==> config.mk <==
export PLATFORM = sky130hd
export DESIGN_NAME = cache_ctrl_wb_assoc
export DESIGN_NICKNAME = d
export VERILOG_FILES = /design/src/rtl/cache_pkg.sv /design/src/rtl/cache_victim_sel.sv /design/src/rtl/cache_ctrl_wb_assoc.sv
export SDC_FILE = /design/constraint.sdc
export NUM_CORES = 1
export LEC_CHECK = 0
export BUFFER_PORTS_ARGS = -buffer_cell sky130_fd_sc_hd__buf_4
export CORE_MARGIN = 5
export CORE_UTILIZATION = 53
export DETAILED_ROUTE_END_ITERATION = 7
export PLACE_DENSITY_LB_ADDON = 0.25
export SYNTH_ARGS = -nofsm -noshare
export SYNTH_HDL_FRONTEND = slang
export SYNTH_SLANG_ARGS = --single-unit
==> constraint.sdc <==
create_clock -name clk -period 2.3 [get_ports clk]
set_clock_uncertainty 0.05 [all_clocks]
set_input_delay 0.345 -clock clk [delete_from_list [all_inputs] [get_ports clk]]
set_output_delay 0.345 -clock clk [all_outputs]
set_load 0.01 [all_outputs]
==> src/rtl/cache_pkg.sv <==
// Shared types for the set-associative write-back cache controller:
// datapath mode encoding, controller FSM states and the way-index width helper.
package cache_pkg;

  typedef enum logic [1:0] {
    CS_IDLE,
    CS_WRITE,
    CS_WRITE_BACK,
    CS_FILL
  } ctrl_state_t;

  typedef enum logic [1:0] {
    ST_CHECK,
    ST_WRITE_BACK,
    ST_FILL
  } cache_fsm_t;

  // A direct-mapped cache still needs a one-bit way select.
  function automatic int way_bits(input int n);
    return (n > 1) ? $clog2(n) : 1;
  endfunction

endpackage

==> src/rtl/cache_victim_sel.sv <==
// Victim way selection: lowest-index invalid way first, otherwise the per-set
// round-robin pointer, which advances only when a pointer-chosen victim is filled.
module cache_victim_sel
  import cache_pkg::*;
#(
  parameter int NUM_WAYS = 2,
  parameter int NUM_SETS = 16,
  localparam int WAY_W = way_bits(NUM_WAYS),
  localparam int IDX_W = $clog2(NUM_SETS)
) (
  input  logic                clk,
  input  logic                rst,
  input  logic [IDX_W-1:0]    index_i,
  input  logic [NUM_WAYS-1:0] way_valid_i,
  input  logic                adv_i,
  input  logic [IDX_W-1:0]    adv_index_i,
  output logic [WAY_W-1:0]    victim_o,
  output logic                from_ptr_o
);

  logic [WAY_W-1:0] inv_way;
  logic             any_inv;

  always_comb begin
    inv_way = '0;
    any_inv = 1'b0;
    for (int w = NUM_WAYS - 1; w >= 0; w--) begin
      if (!way_valid_i[w]) begin
        inv_way = WAY_W'(w);
        any_inv = 1'b1;
      end
    end
  end

  if (NUM_WAYS > 1) begin : g_rr
    // Power-of-two way count, so the natural WAY_W-bit overflow is the wrap.
    logic [WAY_W-1:0] rr_q [NUM_SETS];

    always_ff @(posedge clk or posedge rst) begin
      if (rst) begin
        for (int s = 0; s < NUM_SETS; s++) rr_q[s] <= '0;
      end else if (adv_i) begin
        rr_q[adv_index_i] <= rr_q[adv_index_i] + WAY_W'(1);
      end
    end

    assign victim_o   = any_inv ? inv_way : rr_q[index_i];
    assign from_ptr_o = !any_inv;
  end else begin : g_dm
    assign victim_o   = '0;
    assign from_ptr_o = 1'b0;
  end

endmodule

==> src/rtl/cache_ctrl_wb_assoc.sv <==
// N-way set-associative write-back/write-allocate L1 cache controller FSM.
// Optional macro CACHE_CTRL_STATS_EN adds saturating hit/miss/write-back counters.
module cache_ctrl_wb_assoc
  import cache_pkg::*;
#(
  parameter int NUM_WAYS = 2,
  parameter int NUM_SETS = 16,
  localparam int WAY_W = way_bits(NUM_WAYS),
  localparam int IDX_W = $clog2(NUM_SETS)
) (
  input  logic                clk,
  input  logic                rst,
  input  logic                cache_read,
  input  logic                cache_write,
  input  logic [IDX_W-1:0]    cache_index,
  output logic                cache_valid,
  output logic                mem_read,
  output logic                mem_write,
  input  logic                mem_valid,
  input  logic [NUM_WAYS-1:0] way_hit,
  input  logic [NUM_WAYS-1:0] way_valid,
  input  logic [NUM_WAYS-1:0] way_dirty,
  output logic [WAY_W-1:0]    ctrl_way,
  output logic                ctrl_tag_ld,
  output logic                ctrl_valid_ld,
  output logic                ctrl_dirty_ld,
  output logic                ctrl_dirty_in,
  output ctrl_state_t         ctrl_state,
  output cache_fsm_t          fsm_state
`ifdef CACHE_CTRL_STATS_EN
  ,
  output logic [31:0]         stat_hits,
  output logic [31:0]         stat_misses,
  output logic [31:0]         stat_writebacks
`endif
);

  // Handshakes: the CPU holds cache_read/cache_write until the cycle cache_valid
  // is high; memory holds mem_read/mem_write until mem_valid, and each mem_valid
  // cycle completes exactly one transfer of the current state.
  cache_fsm_t       state_q;
  logic [WAY_W-1:0] victim_q, hit_way, victim;
  logic [IDX_W-1:0] index_q;
  logic             from_ptr_q, from_ptr, req, hit, victim_dirty, rr_adv;

  assign req          = cache_read | cache_write;
  assign hit          = |way_hit;
  assign victim_dirty = way_valid[victim] & way_dirty[victim];
  assign rr_adv       = (state_q == ST_FILL) && mem_valid && from_ptr_q;
  assign fsm_state    = state_q;

  always_comb begin
    hit_way = '0;
    for (int w = NUM_WAYS - 1; w >= 0; w--) begin
      if (way_hit[w]) hit_way = WAY_W'(w);
    end
  end

  cache_victim_sel #(.NUM_WAYS(NUM_WAYS), .NUM_SETS(NUM_SETS)) u_victim (
    .clk        (clk),
    .rst        (rst),
    .index_i    (cache_index),
    .way_valid_i(way_valid),
    .adv_i      (rr_adv),
    .adv_index_i(index_q),
    .victim_o   (victim),
    .from_ptr_o (from_ptr)
  );

  always_ff @(posedge clk or posedge rst) begin
    if (rst) begin
      state_q    <= ST_CHECK;
      victim_q   <= '0;
      index_q    <= '0;
      from_ptr_q <= 1'b0;
    end else begin
      case (state_q)
        ST_CHECK: begin
          if (req && !hit) begin
            victim_q   <= victim;
            index_q    <= cache_index;
            from_ptr_q <= from_ptr;
            state_q    <= victim_dirty ? ST_WRITE_BACK : ST_FILL;
          end
        end
        ST_WRITE_BACK: if (mem_valid) state_q <= ST_FILL;
        ST_FILL:       if (mem_valid) state_q <= ST_CHECK;
        default:       state_q <= ST_CHECK;
      endcase
    end
  end

  always_comb begin
    cache_valid   = 1'b0;
    mem_read      = 1'b0;
    mem_write     = 1'b0;
    ctrl_way      = '0;
    ctrl_tag_ld   = 1'b0;
    ctrl_valid_ld = 1'b0;
    ctrl_dirty_ld = 1'b0;
    ctrl_dirty_in = 1'b0;
    ctrl_state    = CS_IDLE;
    case (state_q)
      ST_CHECK: begin
        if (req && hit) begin
          cache_valid = 1'b1;
          ctrl_way    = hit_way;
          if (cache_write) begin
            ctrl_dirty_ld = 1'b1;
            ctrl_dirty_in = 1'b1;
            ctrl_state    = CS_WRITE;
          end
        end
      end
      ST_WRITE_BACK: begin
        mem_write     = 1'b1;
        ctrl_way      = victim_q;
        ctrl_state    = CS_WRITE_BACK;
        ctrl_dirty_ld = mem_valid;
      end
      ST_FILL: begin
        mem_read      = 1'b1;
        ctrl_way      = victim_q;
        ctrl_state    = CS_FILL;
        ctrl_tag_ld   = mem_valid;
        ctrl_valid_ld = mem_valid;
        ctrl_dirty_ld = mem_valid;
      end
      default: ;
    endcase
  end

  // Tag uniqueness within a set makes more than one hit bit a datapath bug.
  assert property (@(posedge clk) disable iff (rst)
    ((state_q == ST_CHECK) && req) |-> $onehot0(way_hit));

`ifdef CACHE_CTRL_STATS_EN
  logic [31:0] hits_q, misses_q, wbs_q;

  always_ff @(posedge clk or posedge rst) begin
    if (rst) begin
      hits_q   <= '0;
      misses_q <= '0;
      wbs_q    <= '0;
    end else begin
      if (cache_valid && (hits_q != '1)) hits_q <= hits_q + 32'd1;
      if ((state_q == ST_CHECK) && req && !hit && (misses_q != '1)) misses_q <= misses_q + 32'd1;
      if ((state_q == ST_WRITE_BACK) && mem_valid && (wbs_q != '1)) wbs_q <= wbs_q + 32'd1;
    end
  end

  assign stat_hits       = hits_q;
  assign stat_misses     = misses_q;
  assign stat_writebacks = wbs_q;
`endif

endmodule
Yosys cells after proc, flatten, opt, wreduce, memory -nomap -nowiden
Index checks and enable logic that the tools add are counted.
W data, S select, Z words.
{ "totals": {"out_inout_bits": 12, "word_cells": 84, "regBits": 24, "inputBits": 15} }
{ "op_classes": {"order_cmp": 4, "reduce_logical": 12, "n_eq_ne": 5, "n_bitwise": 4, "muxes": 38, "add_sub_neg": 1} }
{ "ops": {"columns": ["operator", "count"], "rows": [
  ["$mux W1", 26],
  ["$bwmux W16", 1],
  ["$pmux W2 S3", 2],
  ["$ge A5 B5 Y1 const B", 2],
  ["$not A4 Y5", 2],
  ["$bmux W1 S4", 2],
  ["$mux W2", 4],
  ["$ne A2 B2 Y1 const B", 3],
  ["$logic_and A1 B1 Y1", 5],
  ["$lt A5 B1 Y1 const B", 1],
  ["$demux W1 S4", 1],
  ["$pmux W1 S2", 2],
  ["$reduce_or A2 Y1", 2],
  ["$reduce_and A3 Y1", 1],
  ["$eq A2 B1 Y1 const B", 1],
  ["$eq A2 B2 Y1 const B", 1],
  ["$logic_not A1 Y1", 2],
  ["$logic_not A2 Y1", 1],
  ["$lt A1 B2 Y1 const B", 1],
  ["$reduce_and A2 Y1", 1],
  ["$add A1 B1 Y1 const B", 1],
  ["$and A1 B1 Y1", 1],
  ["$or A1 B1 Y1", 1]
]} }

Logic depth before layout (Yosys ltp)
Gate-level depths: netlist of run 1.
{ "logic_depth": {"word_depth": 11, "depth_mapped": 7} }

Cells and area by module
Synthesis of run 1 repeated with hierarchy kept, for this count alone.
{ "hier_totals": {"cells_unflattened": 143, "area_unflattened_um2": 1502.7} }
{ "modules_own_cells": {"columns": ["mod", "n_inst", "seq_area_each_um2", "cells_each", "area_per_inst_um2"], "rows": [
  ["cache_victim_sel", 1, 400.4, 94, 979.7],
  ["cache_ctrl_wb_assoc", 1, 200.2, 49, 523.0]
]} }

Worst setup path after synthesis of run 1
Ideal clock, no wire load.
{ "synth_path": {"path_type": "register to register", "start": "register state_q[0], in the netlist fsm_state[0]", "end": "register u_victim.g_rr.rr_q[15] (netlist bit)", "required_ns": 2.171, "path_stages_with_launch": 8, "arrival_time_ns": 1.752, "synth_period_minus_slack_ns": 1.882, "path_buffers": 0, "path_slack_ns": 0.418, "path_cell_list": "dfrtp_1 inv_1 ha_1 and2_1 nand2_1 or3_1 nor3_1 xor2_1"} }
{ "synth_via": {"elab_chain_cells": 3} }
{ "synth_rtl": {"columns": ["element", "line_no", "text"], "rows": [
  ["start: declaration", "cache_ctrl_wb_assoc.sv:41", "cache_fsm_t state_q;"],
  ["start signal: assignment", "cache_ctrl_wb_assoc.sv:83", "state_q <= victim_dirty ? ST_WRITE_BACK : ST_FILL;"],
  ["$eq A2 B2 Y1", "cache_ctrl_wb_assoc.sv:49", "assign rr_adv = (state_q == ST_FILL) && mem_valid && from_ptr_q;"],
  ["$logic_and A1 B1 Y1 (2 in a row)", "cache_ctrl_wb_assoc.sv:49", null],
  ["end signal: indexed assignment", "cache_victim_sel.sv:43", "rr_q[adv_index_i] <= rr_q[adv_index_i] + WAY_W'(1);"],
  ["end: declaration", "cache_victim_sel.sv:37", "logic [WAY_W-1:0] rr_q [NUM_SETS];"]
]} }
Every way passes these cells.
A chain may end at the register's enable or synchronous reset.

Worst setup path after layout of run 1
{ "layout_path": {"start": "register state_q[0], in the netlist fsm_state[0]", "end": "output port ctrl_way"} }
{ "layout_via": {"elab_chain_cells": 3, "word_cells_on_any_way": 5, "cone_classes": "eq/ne (2); mux (1); reduce/logical (2)"} }
{ "layout_rtl": {"columns": ["element", "line_no", "text"], "rows": [
  ["$eq A2 B2 Y1 or $eq A2 B1 Y1 (tied branches)", "cache_ctrl_wb_assoc.sv:103", "case (state_q)"],
  ["$reduce_or A2 Y1 (no line)", null, null],
  ["$pmux W1 S2 (*)", "cache_ctrl_wb_assoc.sv:103", null],
  ["end: declaration", "cache_ctrl_wb_assoc.sv:23", "output logic [WAY_W-1:0] ctrl_way,"]
]} }
Mark *: on every way between the ends. The rest lies on a longest branch, timed or not.

==> reports/qor.yml, run 1 <==
clock_network:
  cts_hold_buf: 0
  clk_pin_slew_ns: 0.13
  clockBufferDepth: 2
  cts_resized: 0
  postCtsSetupRepairBufs: 0
  clock_latency_ns: 0.32
  cts_tree: "yes"
  cts.sinks: 24
  htree_num_levels: 1
  cts_made_buffers: 3
  cts_root_buf: "clkbuf_4"
drt:
  drc_errors: 0
  avgRoutedWirePerCell_um: 15.4
  vias: 1036
  drt_first_pass_iters: 4
  ant_nets: 0
  vias_per_cell: 5.51
  drt-initial-drc-count: 28
  drt-total-wl_um: 2890
floorplan:
  die_x_um: 60.1
  io_pins: 27
  start_util: 0.547
  coreArea_um2: 2430
  die-area_um2: 3610
  rows: 18
  die_h_um: 60.1
logic_synthesis:
  synth_top_area_cell: "dfrtp_1"
  synth_cells: 129
  synth-simple-area-share: 0.187
  synth_seq_area_share: 0.451
  synth_common_cells: "dfrtp_1 (24), nor2_1 (16), nand2_1 (12)"
  synthesis.nets: 148
  synth_edf_count: 0
  synthAdderAreaFrac: 0.0376
  yosysWarnings: 0
  synth_seq_cells: 24
  synthMuxAreaShare: 0.106
  yosysMostFrequentCell: "dfrtp_1"
  synth_compound_area_frac: 0.0818
  synth.area.top_cells: "dfrtp_1 (45%), xor2_1 (5.9%), xnor2_1 (4.6%)"
  ys.flop_type: "dfrtp_1"
  synth.top_cell.area_share: 0.451
  synthDistinctLibCells: 32
  synth_top_family_by_area: "simple AND/OR/NAND/NOR gates"
  syn_area_per_cell_um2: 10.3
  async_flop_share: 1.00
  synth_xor_area_frac: 0.105
  synth.cell_area_um2: 1330
setup_path:
  critPathMaxFanout: 6
  end_kind: "output port"
  crit_start: "fsm_state[0]"
  worst-r2r-cell-count: 7
  crit_required_ns: 1.90
  timing.rr.end: "u_victim.g_rr.rr_q[11]"
  worst_setup_path_start_kind: "flop"
  reg2reg_setup_slack_ns: 0.30
  path_delay_family: "flip-flops"
  rr_startpoint: "fsm_state[0]"
  cp_slowest_cell: "dfrtp_1"
  worst_ep_arrival_time_ns: 1.74
  endpoint: "ctrl_way"
  path_cells: "inv_1 > ha_1 > o21ai_1 > nor3b_2 > a21oi_1 > nor2_1 > buf_4"
  max_stage_delay_ns: 0.48
  critical_path_buf_inv_count: 2
  crit_cells: 7
  crit_type: "reg2out"
timing:
  fmax_mhz: 468
  hold_violations: 2
  worst_slew_pin_slew_ns: 0.322
  maxSlewViolCount: 0
  hold_ws_ns: -0.000267
  fin_crit_sh: 0.929
  finalSetupViolations: 0
  maxSlewHeadroom: 0.784
  final.min_clock_period_ns: 2.14
global_routing:
  grt_antenna_before_repair: 0
  track_usage: 0.177
  grt_max_degree: 25
  grt_pass1_vias: 998
  grt_pass1_wl_um: 4660
  gr-total-overflow: 0
final_layout:
  nNetsFinal: 178
  area_growth_pct: 21.8
  antenna_cells: 0
  fin_area_um2: 1620
  drive_gt1_frac: 0.278
pwr:
  total_power_mw: 1.67
  leakagePower_nw: 0.799
  ir_drop_uv: 720
  power.density_nw_per_um2: 1030
placed_design:
  placed_area_um2: 1560
  numPortBuffers: 26
  detailed_place_hpwl_um: 2270
  gp_congestion: 0.803
outcome:
  violations: "negative hold slack"
  outcome: "finished with violations"
run:
  max_cap_violations: 0
hold_path:
  hp-class: "in2async"
tightest hold or removal path: cells and delay by family:
kind	cells	cell delay, ns
buf+inv	3	0.44
kinds of logic after synthesis:
group           count (synthesis)
simple gates                   51
buf+inv                        10
flops                          24
compound gates                 16
xor+xnor                       16
mux                             8
fa+ha+maj                       4
power by group:
part,total [mW],internal [mW],switching (mW)
Clock,0.308,0.176,0.132
Combinational,0.615,0.329,0.286
Sequential,0.750,0.577,0.173
Total,1.67,1.08,0.591
placed cells by master (no fill, tap or decap), types with 2 or more instances in the layout:
cell type and count:
xnor2_1 7, nand2_1 12, a31o_2 2, nor2b_1 5
a21oi_1 3, or3_1 2, inv_1 6, nand2b_1 2
nor3_1 3, mux2_2 3, dfrtp_1 24, nand4_1 2
nor2_1 16, o21ai_0 5, ha_1 4, mux4_2 2
clkbuf_4 3, xor2_1 9, mux4_1 2, buf_4 28
nand3_1 4
stage by stage:
stage / TNS [ns] / util / setup WS, ns / std cells
floorplan: 0 / - / 0.418 / 129
global placement: 0 / 0.643 / 0.388 / 184
detailed placement: 0 / 0.643 / 0.322 / 184
CTS: 0 / 0.665 / 0.121 / 188
global route: -0.00719 / 0.667 / -0.00719 / 188
finish: 0 / 0.667 / 0.164 / 188
how the worst min path moves through the flow:
stage | from | end | cells past startpoint
3_3_place_gp | rst | u_victim.g_rr.rr_q[5] | 3
3_5_place_dp | rst | u_victim.g_rr.rr_q[1] | 3
2_1_floorplan | rst | from_ptr_q | 1
4_1_cts | rst | u_victim.g_rr.rr_q[7] | 3
5_1_grt | rst | index_q[1] | 3
6_report | rst | u_victim.g_rr.rr_q[0] | 3
layout make-up:
cell class,count,area [µm²]
Timing Repair Buffer,28,210
Sequential cell,24,601
Clock buffer,3,22.5
Fill cell,198,811
Clock inverter,1,30.0
Tap cell,30,37.5
Multi-Input combinational cell,95,694
Inverter,7,26.3
flip-flops by register name (all words and copies together) (netlist names):
register            cells
from_ptr_q              1
index_q                 4
fsm_state               2
u_victim.g_rr.rr_q     16
victim_q                1
layer usage:
| layer | GRT usage | part of all wire | vias up |
|---|---|---|---|
| li1 | - | - | 499 |
| met1 | 0.240 | 0.44 | 502 |
| met2 | 0.273 | 0.48 | 31 |
| met3 | 0.0410 | 0.071 | 4 |
| met4 | 0.0665 | 0.011 | 0 |
| met5 | 0 | 0 | - |
(Power assumes the default switching activity.)
==> run 2, diff against run 1 <==
Settings changed: CORE_UTILIZATION 53 to 55, SYNTH_HIERARCHICAL from default to 1.
==> reports/qor.yml, run 2 <==
outcome:
  outcome: "finished clean"  # was finished with violations
logic_synthesis:
  synth_cells: 143  # was 129
  synth_seq_cells: 24  # unchanged
  synthesis.nets: 162  # was 148
  yosysMostFrequentCell: "dfrtp_1"  # unchanged
  synth.cell_area_um2: 1500  # was 1330 µm²
  synth_seq_area_share: 0.400  # was 0.451
  yosysWarnings: 6  # was 0
  async_flop_share: 1.00  # unchanged
  synth.area.top_cells: "dfrtp_1 (40%), mux2_2 (6.7%), mux4_2 (6.0%)"  # was dfrtp_1 (45%), xor2_1 (5.9%), xnor2_1 (4.6%)
  ys.flop_type: "dfrtp_1"  # unchanged
  synth_top_area_cell: "dfrtp_1"  # unchanged
  synth_common_cells: "dfrtp_1 (24), nor2_1 (14), a21oi_1 (13)"  # was dfrtp_1 (24), nor2_1 (16), nand2_1 (12)
  synth.top_cell.area_share: 0.400  # was 0.451
  syn_area_per_cell_um2: 10.5  # was 10.3 µm²
  synth_edf_count: 0  # unchanged
  synthDistinctLibCells: 39  # was 32
pwr:
  power.density_nw_per_um2: 1010  # was 1030 nW/µm²
  leakagePower_nw: 0.833  # was 0.799 nW
  ir_drop_uv: 718  # was 720 µV
  total_power_mw: 1.76  # was 1.67 mW
timing:
  hold_ws_ns: 0.215  # was -0.000267 ns
  worst_slew_pin_slew_ns: 0.609  # was 0.322 ns
  maxSlewViolCount: 0  # unchanged
  fin_crit_sh: 0.935  # was 0.929
  fmax_mhz: 465  # was 468 MHz
  finalSetupViolations: 0  # unchanged
  fin_ws_ns: 0.149  # was 0.164 ns
  rsz0062_at_grt: "no"
  hold_violations: 0  # was 2
  setup_tns_ns: 0  # unchanged
  maxSlewHeadroom: 0.594  # was 0.784
  final.min_clock_period_ns: 2.15  # was 2.14 ns
clock_network:
  clock_latency_ns: 0.31  # was 0.32 ns
  clockBufferDepth: 2  # unchanged
  cts_tree: "yes"  # unchanged
  cts_root_buf: "clkbuf_4"  # unchanged
  cts_made_buffers: 3  # unchanged
  clk_pin_slew_ns: 0.12  # was 0.13 ns
  htree_num_levels: 1  # unchanged
  cts.sinks: 24  # unchanged
  postCtsSetupRepairBufs: 0  # unchanged
setup_path:
  reg2reg_setup_slack_ns: 0.16  # was 0.30 ns
  crit_required_ns: 1.90  # about the same
  worst_ep_arrival_time_ns: 1.76  # was 1.74 ns
  crit_type: "reg2out"  # unchanged
  end_kind: "output port"  # unchanged
  worst_setup_path_start_kind: "flop"  # unchanged
  critPathMaxFanout: 5  # was 6
final_layout:
  drive_gt1_frac: 0.290  # was 0.278
  nNetsFinal: 190  # was 178
  final_cell_mix: "buf_4 (26), dfrtp_1 (24), nor2_1 (14), a21oi_1 (13)"  # was buf_4 (28), dfrtp_1 (24), nor2_1 (16), nand2_1 (12), xor2_1 (9)
  final_common_cell: "buf_4"  # unchanged
  fin_util: 0.650  # was 0.667
  antenna_cells: 0  # unchanged
  largest_reg_flops: 16  # unchanged
  area_growth_pct: 16.2  # was 21.8%
  top_register: "u_victim/g_rr.rr_q"  # was u_victim.g_rr.rr_q
drt:
  avgRoutedWirePerCell_um: 16.6  # was 15.4 µm
  vias_per_cell: 6.11  # was 5.51
  drt-total-wl_um: 3320  # was 2890 µm
  drc_errors: 0  # unchanged
  vias: 1222  # was 1036
  drt_first_pass_iters: 4  # unchanged
  ant_nets: 0  # unchanged
  drt-initial-drc-count: 79  # was 28
floorplan:
  io_pins: 27  # unchanged
  rows: 19  # was 18
  start_util: 0.559  # was 0.547
  die_x_um: 62.3  # was 60.1 µm
  die-area_um2: 3880  # was 3610 µm²
  coreArea_um2: 2690  # was 2430 µm²
  die_h_um: 62.3  # was 60.1 µm
global_routing:
  grt_max_degree: 17  # was 25
  grt_pass1_vias: 1268  # was 998
  grt_antenna_before_repair: 0  # unchanged
  grt_pass1_wl_um: 5690  # was 4660 µm
  gr-total-overflow: 0  # unchanged
  track_usage: 0.174  # was 0.177
placed_design:
  gp_congestion: 0.851  # was 0.803
  dp_slack_ns: 0.248  # was 0.322 ns
  detailed_place_hpwl_um: 2560  # was 2270 µm
  numPortBuffers: 26  # unchanged
hold_path:
  hp-class: "in2reg"  # was in2async
run:
  max_cap_violations: 0  # unchanged
-- run 2: through the flow --
step	area, µm²	instances
6_report	1750	200
5_1_grt	1750	200
4_1_cts	1730	200
3_5_place_dp	1700	196
3_3_place_gp	1700	196
2_1_floorplan	1500	143
-- run 2: final timing paths --
kind / start / endpoint / cells after the start
min in group asynchronous: rst / index_q[0] / 3
setup / recovery: fsm_state[1] / ctrl_way / 7
hold reg to reg: from_ptr_q / from_ptr_q / 1
hold / removal: cache_index[3] / index_q[3] / 2
setup reg to reg: fsm_state[0] / u_victim/g_rr.rr_q[3] / 6
max in group asynchronous: rst / u_victim/g_rr.rr_q[15] / 3
-- run 2: report_power, final --
group | internal [mW] | switching [mW] | total (mW)
Combinational | 0.431 | 0.383 | 0.814
Clock | 0.0614 | 0.118 | 0.179
Sequential | 0.565 | 0.204 | 0.769
Total | 1.06 | 0.705 | 1.76
-- run 2: timing repair --
action / CTS / global route
resized for setup: 0 / 2
hold endpoints to repair: 8 / 0
endpoints found under the setup margin: 0 / 1
hold buffers: 1 / 0
-- run 2: cells by family (layout without fill, tap and decap cells) --
family                   after synthesis  after routing  share of synthesized area
AO/OA/AOI/OAI                         31             31                      0.133
adder cells (fa/ha/maj)                4              4                     0.0333
buffers and inverters                 12             38                     0.0433
flip-flops                            24             24                      0.400
multiplexers                          23             23                      0.207
AND/OR/NAND/NOR                       49             49                      0.183
-- run 2: metal layers --
layer  GRT usage  routed length (µm)  part of all wire  vias up
met5           0                   0                 0        -
met4      0.0584                  61             0.018        0
met3      0.0378                 230             0.069        8
met2       0.311                1690              0.51       48
met1       0.204                1330              0.40      594
li1            -                   -                 -      572
-- run 2: cell type report --
cell class / instances / area, µm²
fillers: 206 / 940
flip-flops and latches: 24 / 601
well taps: 31 / 38.8
clock buffers: 3 / 22.5
inverters: 8 / 30.0
multi-input cells: 107 / 850
repair buffers: 27 / 205
-- run 2: critical path, cell delays in order, from the launching register on --
cell and delay, ns:
dfrtp_1 0.44, inv_1 0.19, ha_4 0.22, o21ai_4 0.09, nor3b_1 0.22, a21oi_1 0.06, nor2_1 0.09, buf_4 0.13
==> run 3, diff against run 2 <==
Settings changed: CAP_MARGIN from default to 20, PLACE_DENSITY_LB_ADDON 0.25 to 0.08.
==> reports/qor.yml, run 3 (synthesis results as in run 2) <==
setup_path:
  end_kind: "output port"  # unchanged
  critPathMaxFanout: 5  # unchanged
  crit_type: "reg2out"  # unchanged
  reg2reg_setup_slack_ns: 0.23  # was 0.16 ns
  worst_ep_arrival_time_ns: 1.79  # was 1.76 ns
  endpoint: "ctrl_way"  # unchanged
  worst_setup_path_start_kind: "flop"  # unchanged
  timing.rr.end: "u_victim/g_rr.rr_q[3]"  # unchanged
  rr_startpoint: "fsm_state[0]"  # unchanged
  crit_start: "fsm_state[1]"  # unchanged
  worst-r2r-cell-count: 6  # unchanged
  crit_required_ns: 1.90  # about the same
floorplan:
  start_util: 0.559  # unchanged
  coreArea_um2: 2690  # unchanged
  die_x_um: 62.3  # unchanged
  rows: 19  # unchanged
  die_h_um: 62.3  # unchanged
  die-area_um2: 3880  # unchanged
  io_pins: 27  # unchanged
clock_network:
  postCtsSetupRepairBufs: 0  # unchanged
  htree_num_levels: 1  # unchanged
  cts.sinks: 24  # unchanged
  clk_pin_slew_ns: 0.13  # was 0.12 ns
  clockBufferDepth: 2  # unchanged
  clock_latency_ns: 0.32  # was 0.31 ns
  cts_made_buffers: 3  # unchanged
  cts_root_buf: "clkbuf_4"  # unchanged
  cts_tree: "yes"  # unchanged
drt:
  drt-total-wl_um: 3430  # was 3320 µm
  drc_errors: 0  # unchanged
  drt-initial-drc-count: 50  # was 79
  vias_per_cell: 5.90  # was 6.11
  ant_nets: 0  # unchanged
  drt_first_pass_iters: 4  # unchanged
  avgRoutedWirePerCell_um: 17.0  # was 16.6 µm
  vias: 1186  # was 1222
placed_design:
  detailed_place_hpwl_um: 2700  # was 2560 µm
  numPortBuffers: 26  # unchanged
  gp_congestion: 0.922  # was 0.851
outcome:
  outcome: "finished clean"  # unchanged
timing:
  hold_violations: 0  # unchanged
  final.min_clock_period_ns: 2.19  # was 2.15 ns
  fmax_mhz: 457  # was 465 MHz
  maxSlewHeadroom: 0.591  # was 0.594
  finalSetupViolations: 0  # unchanged
  setup_tns_ns: 0  # unchanged
  worst_slew_pin_slew_ns: 0.613  # was 0.609 ns
  rsz0062_at_grt: "no"  # unchanged
  maxSlewViolCount: 0  # unchanged
  fin_crit_sh: 0.952  # was 0.935
run:
  max_cap_violations: 0  # unchanged
global_routing:
  gr-total-overflow: 0  # unchanged
  grt_pass1_wl_um: 5890  # was 5690 µm
  track_usage: 0.189  # was 0.174
  grt_pass1_vias: 1189  # was 1268
  grt_max_degree: 17  # unchanged
  grt_antenna_before_repair: 0  # unchanged
final_layout:
  fin_util: 0.652  # was 0.650
  final_common_cell: "buf_4"  # unchanged
  largest_reg_flops: 16  # unchanged
  final_cell_mix: "buf_4 (26), dfrtp_1 (24), nor2_1 (14), a21oi_1 (13)"  # unchanged
  top_register: "u_victim/g_rr.rr_q"  # unchanged
  area_growth_pct: 16.5  # was 16.2%
  drive_gt1_frac: 0.294  # was 0.290
  antenna_cells: 0  # unchanged
  nNetsFinal: 190  # unchanged
pwr:
  power.density_nw_per_um2: 1020  # was 1010 nW/µm²
  leakagePower_nw: 0.838  # was 0.833 nW
  ir_drop_uv: 924  # was 718 µV
hold_path:
  hp-class: "in2reg"  # unchanged
  hp-start: "cache_index[3]"  # unchanged
[run 3: cell types whose count changed in the layout (fill, tap and decap cells not counted), sizes merged]
cell	before	now
clkbuf	3	4
[run 3: layout make-up]
| class | count | area (µm²) |
|---|---|---|
| fillers | 214 | 936 |
| multi-input cells | 107 | 840 |
| flip-flops and latches | 24 | 601 |
| repair buffers | 27 | 205 |
| well taps | 31 | 38.8 |
| clock buffers | 4 | 36.3 |
| inverters | 8 | 30.0 |
[run 3: repair_timing]
action	4_1_cts	5_1_grt
endpoints found under the setup margin	0	1
hold buffers	1	0
endpoints found under the hold margin	8	0
resized for setup	0	1
[run 3: worst min path at each step]
stage / to / slack, ns / cells past startpoint
floorplan: from_ptr_q / 0.11 / 1
global placement: index_q[0] / 0.27 / 2
detailed placement: index_q[0] / 0.28 / 2
CTS: index_q[3] / 0.22 / 2
global route: index_q[3] / 0.22 / 2
finish: index_q[3] / 0.22 / 2
[run 3: layer usage]
| metal | global-route usage | up-vias | part of all wire |
|---|---|---|---|
| li1 | - | 575 | - |
| met1 | 0.258 | 573 | 0.44 |
| met2 | 0.303 | 32 | 0.51 |
| met3 | 0.0252 | 6 | 0.034 |
| met4 | 0.0716 | 0 | 0.017 |
| met5 | 0 | - | 0 |
[run 3: critical path, stage by stage (launching register included)]
cell	delay (ns)
dfrtp_1	0.44
inv_1	0.15
ha_2	0.28
o21ai_4	0.11
nor3b_1	0.22
a21oi_1	0.06
nor2_1	0.09
buf_4	0.12
[run 3: stage by stage]
| stage | cell area (µm²) | worst slack [ns] | instances | hold WS (ns) | total power, mW |
|---|---|---|---|---|---|
| 2_1_floorplan | 1500 | 0.269 | 143 | 0.111 | 1.29 |
| 3_3_place_gp | 1700 | 0.316 | 196 | 0.272 | 1.54 |
| 3_5_place_dp | 1700 | 0.253 | 196 | 0.280 | 1.57 |
| 4_1_cts | 1750 | 0.0284 | 201 | 0.218 | 1.79 |
| 5_1_grt | 1750 | 0.0171 | 201 | 0.216 | 1.93 |
| 6_report | 1750 | 0.111 | 201 | 0.220 | 1.79 |
[run 3: report_power, final]
part           leakage (nW)  internal, mW  switching (mW)
combinational         0.502         0.413           0.375
sequential            0.316         0.564           0.213
clock                0.0210        0.0968           0.127
total                 0.838          1.07           0.716
